**src/rtl/lcd_write_ctrl_if.sv**
```systemverilog
// lcd_write_ctrl_if
// Write-request handshake between a host and lcd_write_ctrl.
//   wr_valid : host -> ctrl  write request
//   wr_ready : ctrl -> host  controller accepts a request this cycle
//   wr_rs    : host -> ctrl  0 = command, 1 = character
//   wr_data  : host -> ctrl  byte to write
// A transfer happens on a rising clock edge with wr_valid and wr_ready both high.
interface lcd_write_ctrl_if;
  logic       wr_valid;
  logic       wr_ready;
  logic       wr_rs;
  logic [7:0] wr_data;

  modport master (
    output wr_valid,
    output wr_rs,
    output wr_data,
    input  wr_ready
  );

  modport slave (
    input  wr_valid,
    input  wr_rs,
    input  wr_data,
    output wr_ready
  );
endinterface

```
**src/rtl/lcd_write_ctrl.sv**
```systemverilog
// lcd_write_ctrl
// HD44780-style LCD write controller. After reset it waits T_POWERUP cycles,
// issues the init command list, then accepts host writes and strobes each one
// onto the LCD bus with programmable setup / enable / hold / post-write timing.
// In 4-bit mode every byte goes out as two nibbles on lcd_data[7:4].
// Ports:
//   clk, rst_n  : system clock (rising edge), asynchronous active-low reset
//   wr          : write handshake (slave side of lcd_write_ctrl_if)
//   init_done   : init sequence complete (sticky until reset)
//   busy        : controller is not idle
//   lcd_data    : LCD DB7..DB0
//   lcd_rs      : register select
//   lcd_rw      : read/write, tied to write (0)
//   lcd_en      : enable strobe
//   lcd_on      : panel power/backlight enable, always 1
module lcd_write_ctrl #(
  parameter int unsigned BUS_WIDTH = 8,
  parameter int unsigned T_POWERUP = 750000,
  parameter int unsigned T_SETUP   = 4,
  parameter int unsigned T_EN      = 25,
  parameter int unsigned T_HOLD    = 4,
  parameter int unsigned T_CMD     = 2000,
  parameter int unsigned T_CLEAR   = 80000
) (
  input  logic            clk,
  input  logic            rst_n,
  lcd_write_ctrl_if.slave wr,
  output logic            init_done,
  output logic            busy,
  output logic [7:0]      lcd_data,
  output logic            lcd_rs,
  output logic            lcd_rw,
  output logic            lcd_en,
  output logic            lcd_on
);

  localparam int unsigned MAX_A = (T_POWERUP > T_CLEAR) ? T_POWERUP : T_CLEAR;
  localparam int unsigned MAX_B = (T_CMD > T_EN) ? T_CMD : T_EN;
  localparam int unsigned MAX_C = (T_SETUP > T_HOLD) ? T_SETUP : T_HOLD;
  localparam int unsigned MAX_D = (MAX_A > MAX_B) ? MAX_A : MAX_B;
  localparam int unsigned MAXT  = (MAX_D > MAX_C) ? MAX_D : MAX_C;
  // The counter is loaded with T-1, so it only has to hold MAXT-1.
  localparam int unsigned CW    = (MAXT < 2) ? 1 : $clog2(MAXT);

  localparam logic [CW-1:0] POWERUP_LD = CW'(T_POWERUP - 1);
  localparam logic [CW-1:0] SETUP_LD   = CW'(T_SETUP - 1);
  localparam logic [CW-1:0] EN_LD      = CW'(T_EN - 1);
  localparam logic [CW-1:0] HOLD_LD    = CW'(T_HOLD - 1);
  localparam logic [CW-1:0] CMD_LD     = CW'(T_CMD - 1);
  localparam logic [CW-1:0] CLEAR_LD   = CW'(T_CLEAR - 1);

  localparam logic [2:0] INIT_LAST = (BUS_WIDTH == 4) ? 3'd7 : 3'd3;

  typedef enum logic [2:0] {
    S_POWERUP,
    S_INIT_LOAD,
    S_IDLE,
    S_SETUP,
    S_EN_HIGH,
    S_HOLD,
    S_WAIT
  } state_t;

  state_t        state_q, state_d;
  logic [CW-1:0] cnt_q, cnt_d;
  logic [2:0]    idx_q, idx_d;
  logic [7:0]    byte_q, byte_d;
  logic          rs_q, rs_d;
  logic          single_q, single_d;   // init entry that is a lone nibble
  logic          phase_q, phase_d;     // 4-bit mode: 0 = high nibble, 1 = low nibble
  logic          init_done_q, init_done_d;
  logic          ready_q, ready_d;
  logic          fire;
  logic          long_wait;

  // Init list entry: {single_nibble, byte}. Single nibbles sit in the high half.
  function automatic logic [8:0] init_entry(input logic [2:0] idx);
    logic [8:0] e;
    e = '0;
    if (BUS_WIDTH == 4) begin
      case (idx)
        3'd0, 3'd1, 3'd2: e = {1'b1, 8'h30};
        3'd3:             e = {1'b1, 8'h20};
        3'd4:             e = {1'b0, 8'h28};
        3'd5:             e = {1'b0, 8'h0C};
        3'd6:             e = {1'b0, 8'h06};
        default:          e = {1'b0, 8'h01};
      endcase
    end else begin
      case (idx)
        3'd0:    e = {1'b0, 8'h38};
        3'd1:    e = {1'b0, 8'h0C};
        3'd2:    e = {1'b0, 8'h06};
        default: e = {1'b0, 8'h01};
      endcase
    end
    return e;
  endfunction

  assign fire      = ready_q && wr.wr_valid;
  assign long_wait = !rs_q && !single_q &&
                     ((byte_q == 8'h01) || (byte_q == 8'h02) || (byte_q == 8'h03));

  always_comb begin
    state_d     = state_q;
    cnt_d       = cnt_q;
    idx_d       = idx_q;
    byte_d      = byte_q;
    rs_d        = rs_q;
    single_d    = single_q;
    phase_d     = phase_q;
    init_done_d = init_done_q;

    unique case (state_q)
      S_POWERUP: begin
        if (cnt_q == '0) state_d = S_INIT_LOAD;
        else             cnt_d   = cnt_q - 1'b1;
      end
      S_INIT_LOAD: begin
        {single_d, byte_d} = init_entry(idx_q);
        rs_d    = 1'b0;
        phase_d = 1'b0;
        state_d = S_SETUP;
        cnt_d   = SETUP_LD;
      end
      S_IDLE: begin
        if (fire) begin
          rs_d     = wr.wr_rs;
          byte_d   = wr.wr_data;
          single_d = 1'b0;
          phase_d  = 1'b0;
          state_d  = S_SETUP;
          cnt_d    = SETUP_LD;
        end
      end
      S_SETUP: begin
        if (cnt_q == '0) begin
          state_d = S_EN_HIGH;
          cnt_d   = EN_LD;
        end else begin
          cnt_d = cnt_q - 1'b1;
        end
      end
      S_EN_HIGH: begin
        if (cnt_q == '0) begin
          state_d = S_HOLD;
          cnt_d   = HOLD_LD;
        end else begin
          cnt_d = cnt_q - 1'b1;
        end
      end
      S_HOLD: begin
        if (cnt_q == '0) begin
          if ((BUS_WIDTH == 4) && !single_q && !phase_q) begin
            phase_d = 1'b1;
            state_d = S_SETUP;
            cnt_d   = SETUP_LD;
          end else begin
            state_d = S_WAIT;
            cnt_d   = long_wait ? CLEAR_LD : CMD_LD;
          end
        end else begin
          cnt_d = cnt_q - 1'b1;
        end
      end
      S_WAIT: begin
        if (cnt_q == '0) begin
          if (init_done_q) begin
            state_d = S_IDLE;
          end else if (idx_q == INIT_LAST) begin
            state_d     = S_IDLE;
            init_done_d = 1'b1;
          end else begin
            idx_d   = idx_q + 1'b1;
            state_d = S_INIT_LOAD;
          end
        end else begin
          cnt_d = cnt_q - 1'b1;
        end
      end
      default: state_d = S_POWERUP;
    endcase
  end

  // Registered ready: it rises one cycle after IDLE is entered, which gives the
  // trailing idle cycle in the accept-to-accept spacing.
  assign ready_d = (state_q == S_IDLE) && init_done_q && !fire;

  always_ff @(posedge clk or negedge rst_n) begin
    if (!rst_n) begin
      state_q     <= S_POWERUP;
      cnt_q       <= POWERUP_LD;
      idx_q       <= '0;
      byte_q      <= '0;
      rs_q        <= 1'b0;
      single_q    <= 1'b0;
      phase_q     <= 1'b0;
      init_done_q <= 1'b0;
      ready_q     <= 1'b0;
    end else begin
      state_q     <= state_d;
      cnt_q       <= cnt_d;
      idx_q       <= idx_d;
      byte_q      <= byte_d;
      rs_q        <= rs_d;
      single_q    <= single_d;
      phase_q     <= phase_d;
      init_done_q <= init_done_d;
      ready_q     <= ready_d;
    end
  end

  // The bus follows the captured byte; it only changes on entry to SETUP.
  always_comb begin
    if (BUS_WIDTH == 4) lcd_data = {(phase_q ? byte_q[3:0] : byte_q[7:4]), 4'h0};
    else                lcd_data = byte_q;
  end

  assign lcd_rs      = rs_q;
  assign lcd_en      = (state_q == S_EN_HIGH);
  assign lcd_rw      = 1'b0;
  assign lcd_on      = 1'b1;
  assign busy        = (state_q != S_IDLE);
  assign init_done   = init_done_q;
  assign wr.wr_ready = ready_q;

endmodule

```
**src/flat_wrapper.sv**
```systemverilog
// flat-port wrapper written by rule: the top's interface ports become plain ports
module lcd_write_ctrl_flat 
#(
  parameter int unsigned BUS_WIDTH = 8,
  parameter int unsigned T_POWERUP = 750000,
  parameter int unsigned T_SETUP   = 4,
  parameter int unsigned T_EN      = 25,
  parameter int unsigned T_HOLD    = 4,
  parameter int unsigned T_CMD     = 2000,
  parameter int unsigned T_CLEAR   = 80000
)
  (clk, rst_n, init_done, busy, lcd_data, lcd_rs, lcd_rw, lcd_en, lcd_on, wr_wr_valid, wr_wr_rs, wr_wr_data, wr_wr_ready);
  lcd_write_ctrl_if wr_i ();
  input  logic clk;
  input  logic rst_n;
  output logic init_done;
  output logic busy;
  output logic [7:0] lcd_data;
  output logic lcd_rs;
  output logic lcd_rw;
  output logic lcd_en;
  output logic lcd_on;
  input wire logic [$bits(wr_i.wr_valid)-1:0] wr_wr_valid;
  input wire logic [$bits(wr_i.wr_rs)-1:0] wr_wr_rs;
  input wire logic [$bits(wr_i.wr_data)-1:0] wr_wr_data;
  output wire logic [$bits(wr_i.wr_ready)-1:0] wr_wr_ready;
  assign wr_i.wr_valid = wr_wr_valid;
  assign wr_i.wr_rs = wr_wr_rs;
  assign wr_i.wr_data = wr_wr_data;
  assign wr_wr_ready = wr_i.wr_ready;
  lcd_write_ctrl #(.BUS_WIDTH(BUS_WIDTH), .T_POWERUP(T_POWERUP), .T_SETUP(T_SETUP), .T_EN(T_EN), .T_HOLD(T_HOLD), .T_CMD(T_CMD), .T_CLEAR(T_CLEAR)) u_core (.clk(clk), .rst_n(rst_n), .wr(wr_i), .init_done(init_done), .busy(busy), .lcd_data(lcd_data), .lcd_rs(lcd_rs), .lcd_rw(lcd_rw), .lcd_en(lcd_en), .lcd_on(lcd_on));
endmodule
```
**config.mk**
```make
export PLATFORM = sky130hd
export DESIGN_NAME = lcd_write_ctrl_flat
export DESIGN_NICKNAME = d
export VERILOG_FILES = /design/src/rtl/lcd_write_ctrl_if.sv /design/src/rtl/lcd_write_ctrl.sv /design/src/flat_wrapper.sv
export SDC_FILE = /design/constraint.sdc
export NUM_CORES = 1
export LEC_CHECK = 0
export ABC_AREA = 1
export CAP_MARGIN = 20
export CELL_PAD_IN_SITES_DETAIL_PLACEMENT = 0
export CELL_PAD_IN_SITES_GLOBAL_PLACEMENT = 1
export CORE_MARGIN = 2
export CORE_UTILIZATION = 42
export DETAILED_ROUTE_END_ITERATION = 10
export PLACE_DENSITY_LB_ADDON = 0.1
export SKIP_LAST_GASP = 1
export SYNTH_ARGS = -nofsm -noshare
export SYNTH_HDL_FRONTEND = slang
export SYNTH_SLANG_ARGS = --single-unit
```
**constraint.sdc**
```tcl
create_clock -name clk -period 2.4 [get_ports clk]
set_clock_uncertainty 0.2 [all_clocks]
set_input_delay 0.48 -clock clk [delete_from_list [all_inputs] [get_ports clk]]
set_output_delay 0.48 -clock clk [all_outputs]
set_load 0.03 [all_outputs]
```
==> flow_metrics.py, run 1 <==
metrics = {
    "synth": {
        "synth_nets": 417,
        "yosysUniqueCellTypes": 36,
        "ys_warn_count": 0,
        "ys_seq_elements": 37,
        "synth.largest_area_cell": "dfrtp_1",
        "synth_area_um2": 2790,
        "postSynthAreaPerCell_um2": 7.00,
        "netlist_instances": 398,
        "synth-seq-area-share_pct": 33.8,
        "synth_top_area_share_pct": 21.5,
        "yosys-top-cells-area": "dfrtp_1 22%, nand2_1 17%, dfstp_2 12%",
    },
    "setup_path": {
        "cp_max_fo": 10,
        "slowest_delay_ns": 0.45,
        "endpoint_kind": "primary output",
        "crit_chain": "inv_2 > nand2_4 > dlygate4sd2_1",
        "worst-endpoint-required_ns": 1.72,
        "critPathKind": "flip-flop to primary output",
        "cp_top_family": "buffers and inverters",
        "cp_num_buf_inv": 2,
        "arrival_ns": 1.47,
        "start_kind": "flip-flop",
        "r2r_slack_ns": 0.32,
        "slowest_stage": "dfrtp_1",
    },
    "clocking": {
        "clkTransAtPathRegs_ns": 0.08,
        "cts_buffers": 5,
        "clock_path_buffers": 2,
        "clkLatencyLatePin_ns": 0.30,
        "post_cts_buffers": 0,
        "cts_root_buf": "clkbuf_8",
        "ctsHoldBuffers": 0,
        "cts_tree": "yes",
        "cts_sinks": 37,
        "cts_resized": 2,
        "htree_levels": 2,
    },
    "run": {
        "max_cap_viol_count": 0,
    },
    "cells_and_area": {
        "final_area_um2": 3160,
        "n_fill_cell": 650,
        "antenna_cells": 0,
        "fin_nets": 444,
        "multiInputGateArea_um2": 1610,
        "drive_gt1_share_pct": 15.3,
        "fin_util_pct": 49.4,
        "area_delta_synth_final_pct": 13.2,
        "layoutNonFillerInstCount": 503,
        "regArea_um2": 942,
    },
    "sta": {
        "hold_viol_final": 0,
        "fin_tns_setup_ns": 0,
        "fin_crit_ns": 2.15,
        "min_period_over_period_pct": 89.7,
        "setup_violations": 0,
        "drv_slew": 0,
        "rsz0062_at_grt": "false",
        "fmax_mhz": 464,
    },
    "placement": {
        "place_hpwl_mm": 4.90,
        "port_buffers": 24,
        "place_inst": 495,
        "dpl_cell_area_um2": 3070,
        "routabilityCongestion": 0.763,
    },
    "die": {
        "die_h_um": 85.5,
        "start_util_pct": 43.7,
        "ios": 27,
        "dieWidth_um": 85.5,
        "coreArea_um2": 6390,
        "row_count": 29,
        "die_area_um2": 7310,
    },
    "grt": {
        "grt_overflow": 0,
        "grt_pass1_vias": 2409,
        "met3_usage_pct": 3.40,
        "antenna_found_initial": 0,
        "grt_busiest_layer": "met2",
        "gr-usage-met1_pct": 25.4,
        "grt_max_degree": 38,
        "grt_first_pass_wirelength_mm": 11.3,
        "grt_use_met2_pct": 32.9,
        "grt_use_total_pct": 19.3,
    },
    "route": {
        "postRouteAntennaNets": 0,
        "drt_iter0_drc": 82,
        "first_pass_iters": 4,
        "wl_per_cell_um": 12.8,
        "avgViaCountPerCell": 4.82,
        "via_count": 2426,
        "wl_mm": 6.45,
        "drc": 0,
    },
    "pwr": {
        "leakage_nw": 1.65,
        "total_power_mw": 1.12,
        "p_per_area_nw_per_um2": 356,
        "irDropWorstVdd_mv": 0.195,
    },
    "status": {
        "outcome": "finished, final reports clean",
    },
    "worst_hold_path": {
        "hold_class": "input port to asynchronous set/reset pin",
    },
}
-- worst register-to-register path: stages (launching register included) --
cell	delay, ns
dfrtp_1	0.42
nor2_1	0.15
nand2_1	0.14
nor2_4	0.33
nand4_2	0.23
nand2_4	0.26
inv_2	0.11
nand3_1	0.08
o21ai_1	0.06
-- registers in the layout, summed over array words and instances (netlist names) --
register and flops:
u_core.cnt_q 20, u_core.lcd_data 8, u_core.idx_q 3, u_core.state_q 3, u_core.init_done 1, u_core.lcd_rs 1
u_core.wr.wr_ready 1
-- area by class of cell --
type,instances,area share (%)
inverters,45,5.43
well taps,77,3.05
flip-flops and latches,37,29.8
clock buffers,8,2.85
repair buffers,26,7.85
multi-input cells,310,51.0
-- placed cells by master (no fill, tap or decap), types with 9 or more instances in the layout --
cell / count
clkdlybuf4s50_1: 21
dfrtp_1: 24
dfstp_2: 13
inv_1: 40
nand2_1: 129
nand2_2: 14
nand3_1: 31
nor2_1: 57
o21ai_1: 11
xor2_1: 9
-- layer usage --
| metal | part of all wire [%] | wire length, µm |
|---|---|---|
| met4 | 1.4 | 91 |
| met3 | 4.1 | 262 |
| met5 | 0 | 0 |
| met2 | 47 | 3020 |
| met1 | 48 | 3080 |
-- metrics by stage --
step | worst slack, ns | hold slack, ns
after detailed placement | 0.290 | 0.277
after global routing | 0.115 | 0.0932
final | 0.247 | 0.0246
after CTS | 0.241 | 0.0536
after global placement | 0.308 | 0.268
after floorplan | 0.649 | -0.0156
-- cell families (layout without fill, tap and decap cells) --
logic type,count (synthesis),after routing,share of synthesized area [%]
flip-flops,37,37,33.8
buffers and inverters,51,79,8.48
XOR/XNOR,11,11,3.46
AND/OR/NAND/NOR,262,262,45.3
other,2,2,0.269
adder cells (fa/ha/maj),7,7,3.14
AO/OA/AOI/OAI,28,28,5.52
-- cell usage after synthesis (all sizes together) --
master    n
a21oi     2
nand3    38
a31oi     5
or2       2
buf       6
nor3      3
inv      45
and3      1
nand2   146
dfstp    13
xor2      9
dfrtp    24
o211ai    2
xnor2     2
conb      2
o21ai    18
ha        7
nand3b    3
nand4     2
nor2     67
o21bai    1
-- path summary, 6_finish.rpt --
check                             startpoint                to  depth (start not counted)
min                                    rst_n   u_core.cnt_q[6]                          2
min reg2reg                 u_core.cnt_q[19]  u_core.cnt_q[19]                          2
max reg2reg                 u_core.cnt_q[10]   u_core.cnt_q[6]                          8
max                        u_core.state_q[2]              busy                          3
max in group asynchronous              rst_n  u_core.cnt_q[16]                          2
min in group clk            u_core.cnt_q[19]  u_core.cnt_q[19]                          2
-- where the power goes --
group | switching (mW) | total [mW] | internal (mW) | leakage (nW)
combinational | 0.0185 | 0.0341 | 0.0156 | 1.16
clock | 0.232 | 0.466 | 0.235 | 0.0455
sequential | 0 | 0.624 | 0.624 | 0.449
total | 0.250 | 1.12 | 0.874 | 1.65
Note: power is estimated with default switching activity, not from simulation.
==> inputs of run 2 (changes only) <==
--- a/config.mk
+++ b/config.mk
@@ -14,6 +14,7 @@
 export DETAILED_ROUTE_END_ITERATION = 10
 export PLACE_DENSITY_LB_ADDON = 0.1
 export SKIP_LAST_GASP = 1
+export SLEW_MARGIN = 0
 export SYNTH_ARGS = -nofsm -noshare
 export SYNTH_HDL_FRONTEND = slang
 export SYNTH_SLANG_ARGS = --single-unit
==> results of run 2 <==
The final DEF is identical to that of run 1; final timing and power are the same.
==> inputs of run 3 (changes only) <==
--- a/config.mk
+++ b/config.mk
@@ -13,6 +13,7 @@
 export CORE_UTILIZATION = 42
 export DETAILED_ROUTE_END_ITERATION = 10
 export PLACE_DENSITY_LB_ADDON = 0.1
+export SETUP_SLACK_MARGIN = 0.3
 export SKIP_LAST_GASP = 1
 export SLEW_MARGIN = 0
 export SYNTH_ARGS = -nofsm -noshare
==> run 3 against run 2 <==
Critical path depth fell by 2. Clock power barely moved. Wire length rose by 2.9%. Final area rose by 3.1%. Critical endpoint is now lcd_data[0]. Total power barely moved. Highest routed layer unchanged. Via count rose by 0.70%.
==> flow_metrics.py, run 3 (same netlist as run 1, synthesis figures left out) <==
metrics = {
    "cells_and_area": {
        "layout_commonest_cell": "nand2_1",
        "drive_gt1_share_pct": 18.9,
        "antenna_cells": 0,
        "regMostFlops": "u_core.cnt_q",
        "fin_nets": 452,
        "final_area_um2": 3250,
        "final_cell_mix": "129 x nand2_1, 53 x nor2_1, 40 x inv_1",
        "area_delta_synth_final_pct": 16.7,
        "largest_reg_flops": 20,
        "fin_util_pct": 51.0,
    },
    "clocking": {
        "cts_sinks": 37,
        "clkLatencyLatePin_ns": 0.30,
        "htree_levels": 2,
        "clkTransAtPathRegs_ns": 0.08,
        "ctsHoldBuffers": 0,
        "cts_buffers": 5,
        "clock_path_buffers": 2,
        "cts_root_buf": "clkbuf_8",
        "cts_tree": "yes",
    },
    "setup_path": {
        "slowest_stage": "clkdlybuf4s50_1",
        "cp.depth": 1,
        "cp_top_family": "buffers and inverters",
        "regToRegEndpoint": "u_core.cnt_q[13]",
        "critPathKind": "flip-flop to primary output",
        "slowest_delay_ns": 0.69,
        "arrival_ns": 1.37,
        "cp_num_buf_inv": 1,
        "endpoint_kind": "primary output",
        "setup.worst_path.start": "u_core.lcd_data[0]",
        "crit_chain": "clkdlybuf4s50_1",
        "r2r_cells": 9,
        "rr_startpoint": "u_core.cnt_q[0]",
        "cp_max_fo": 3,
        "start_kind": "flip-flop",
        "worst-endpoint-required_ns": 1.72,
        "r2r_slack_ns": 0.39,
    },
    "pwr": {
        "swShare_pct": 22.2,
        "p_seq_share_pct": 55.6,
        "p_per_area_nw_per_um2": 345,
        "pwr-share-clk_pct": 41.4,
        "p_switching_uw": 249,
        "irDropWorstVdd_mv": 0.193,
        "p_int_uw": 874,
        "total_power_mw": 1.12,
        "combPwrFrac_pct": 3.0,
        "leakage_nw": 1.68,
    },
    "grt": {
        "grt_overflow": 0,
        "grt_first_pass_wirelength_mm": 11.3,
        "grt_use_total_pct": 19.4,
        "antenna_found_initial": 0,
        "grt_max_degree": 38,
        "grt_pass1_vias": 2411,
    },
    "route": {
        "drt_iter0_drc": 87,
        "wl_mm": 6.64,
        "drc": 0,
        "wl_per_cell_um": 13.0,
        "first_pass_iters": 4,
        "postRouteAntennaNets": 0,
        "via_count": 2443,
        "avgViaCountPerCell": 4.78,
    },
    "placement": {
        "dpl_cell_area_um2": 3070,
        "port_buffers": 24,
        "routabilityCongestion": 0.763,
        "place_hpwl_mm": 4.90,
        "dp_slack_ns": 0.290,
    },
    "die": {
        "dieWidth_um": 85.5,
        "ios": 27,
        "start_util_pct": 43.7,
        "coreArea_um2": 6390,
        "row_count": 29,
        "die_h_um": 85.5,
        "die_area_um2": 7310,
    },
    "sta": {
        "hold_viol_final": 0,
        "setup_ws_ns": 0.352,
        "rsz0062_at_grt": "false",
        "fin_tns_setup_ns": 0,
        "drv_slew": 0,
        "fin_crit_ns": 2.05,
        "setup_violations": 0,
        "fmax_mhz": 488,
        "tightestPinTransition_ns": 0.502,
        "min_period_over_period_pct": 85.3,
        "slew_headroom_pct": 66.5,
    },
    "worst_hold_path": {
        "hold_class": "input port to asynchronous set/reset pin",
    },
    "run": {
        "max_cap_viol_count": 0,
    },
    "status": {
        "outcome": "finished, final reports clean",
    },
}
[run 3: cell types whose count changed in the layout (fill, tap and decap cells not counted), moves of 3 or more]
| cell | before | now |
|---|---|---|
| dfrtp_2 | 0 | 3 |
| nor2_2 | 1 | 5 |
| nor2_1 | 57 | 53 |
| buf_4 | 2 | 10 |
| dfrtp_1 | 24 | 21 |
[run 3: routing by layer]
layer / routed length (µm) / global-route usage [%]
met1: 3260 / 25.5
met2: 3120 / 32.9
met3: 177 / 3.40
met4: 82 / 5.05
met5: 0 / 0
[run 3: per-stage QoR]
step | hold slack, ns | cells
global placement | 0.268 | 495
finish | 0.0259 | 511
detailed placement | 0.277 | 495
global route | 0.0931 | 511
CTS | 0.0536 | 503
floorplan | -0.0156 | 398
[run 3: worst max path at each step]
| stage | slack, ns | to |
|---|---|---|
| finish | 0.35 | lcd_data[0] |
| global route | 0.29 | u_core.cnt_q[4] |
| CTS | 0.31 | u_core.cnt_q[6] |
| detailed placement | 0.29 | lcd_en |
| global placement | 0.31 | u_core.cnt_q[18] |
| floorplan | 0.65 | u_core.cnt_q[13] |
[run 3: repair_timing]
| action | in CTS | in global routing |
|---|---|---|
| setup endpoints to repair | 2 | 25 |
| pin swaps | 0 | 3 |
| gates resized for setup | 6 | 10 |
| setup buffers | 0 | 8 |
[run 3: power groups by stage]
| stage | registers [mW] | clock network [mW] | logic (mW) |
|---|---|---|---|
| 2_1_floorplan | 0.636 | 0 | 0.00660 |
| 3_3_place_gp | 0.635 | 0 | 0.0358 |
| 3_5_place_dp | 0.635 | 0 | 0.0358 |
| 4_1_cts | 0.624 | 0.480 | 0.0358 |
| 5_1_grt | 0.624 | 0.502 | 0.0392 |
| 6_report | 0.624 | 0.465 | 0.0342 |
[run 3: area by class of cell]
cell class	count	area (µm²)
timing repair buffer	34	313
clock buffer	8	90.1
multi-input combinational	310	1640
tap	77	96.3
inverter	45	174
sequential	37	946
fill	651	3130
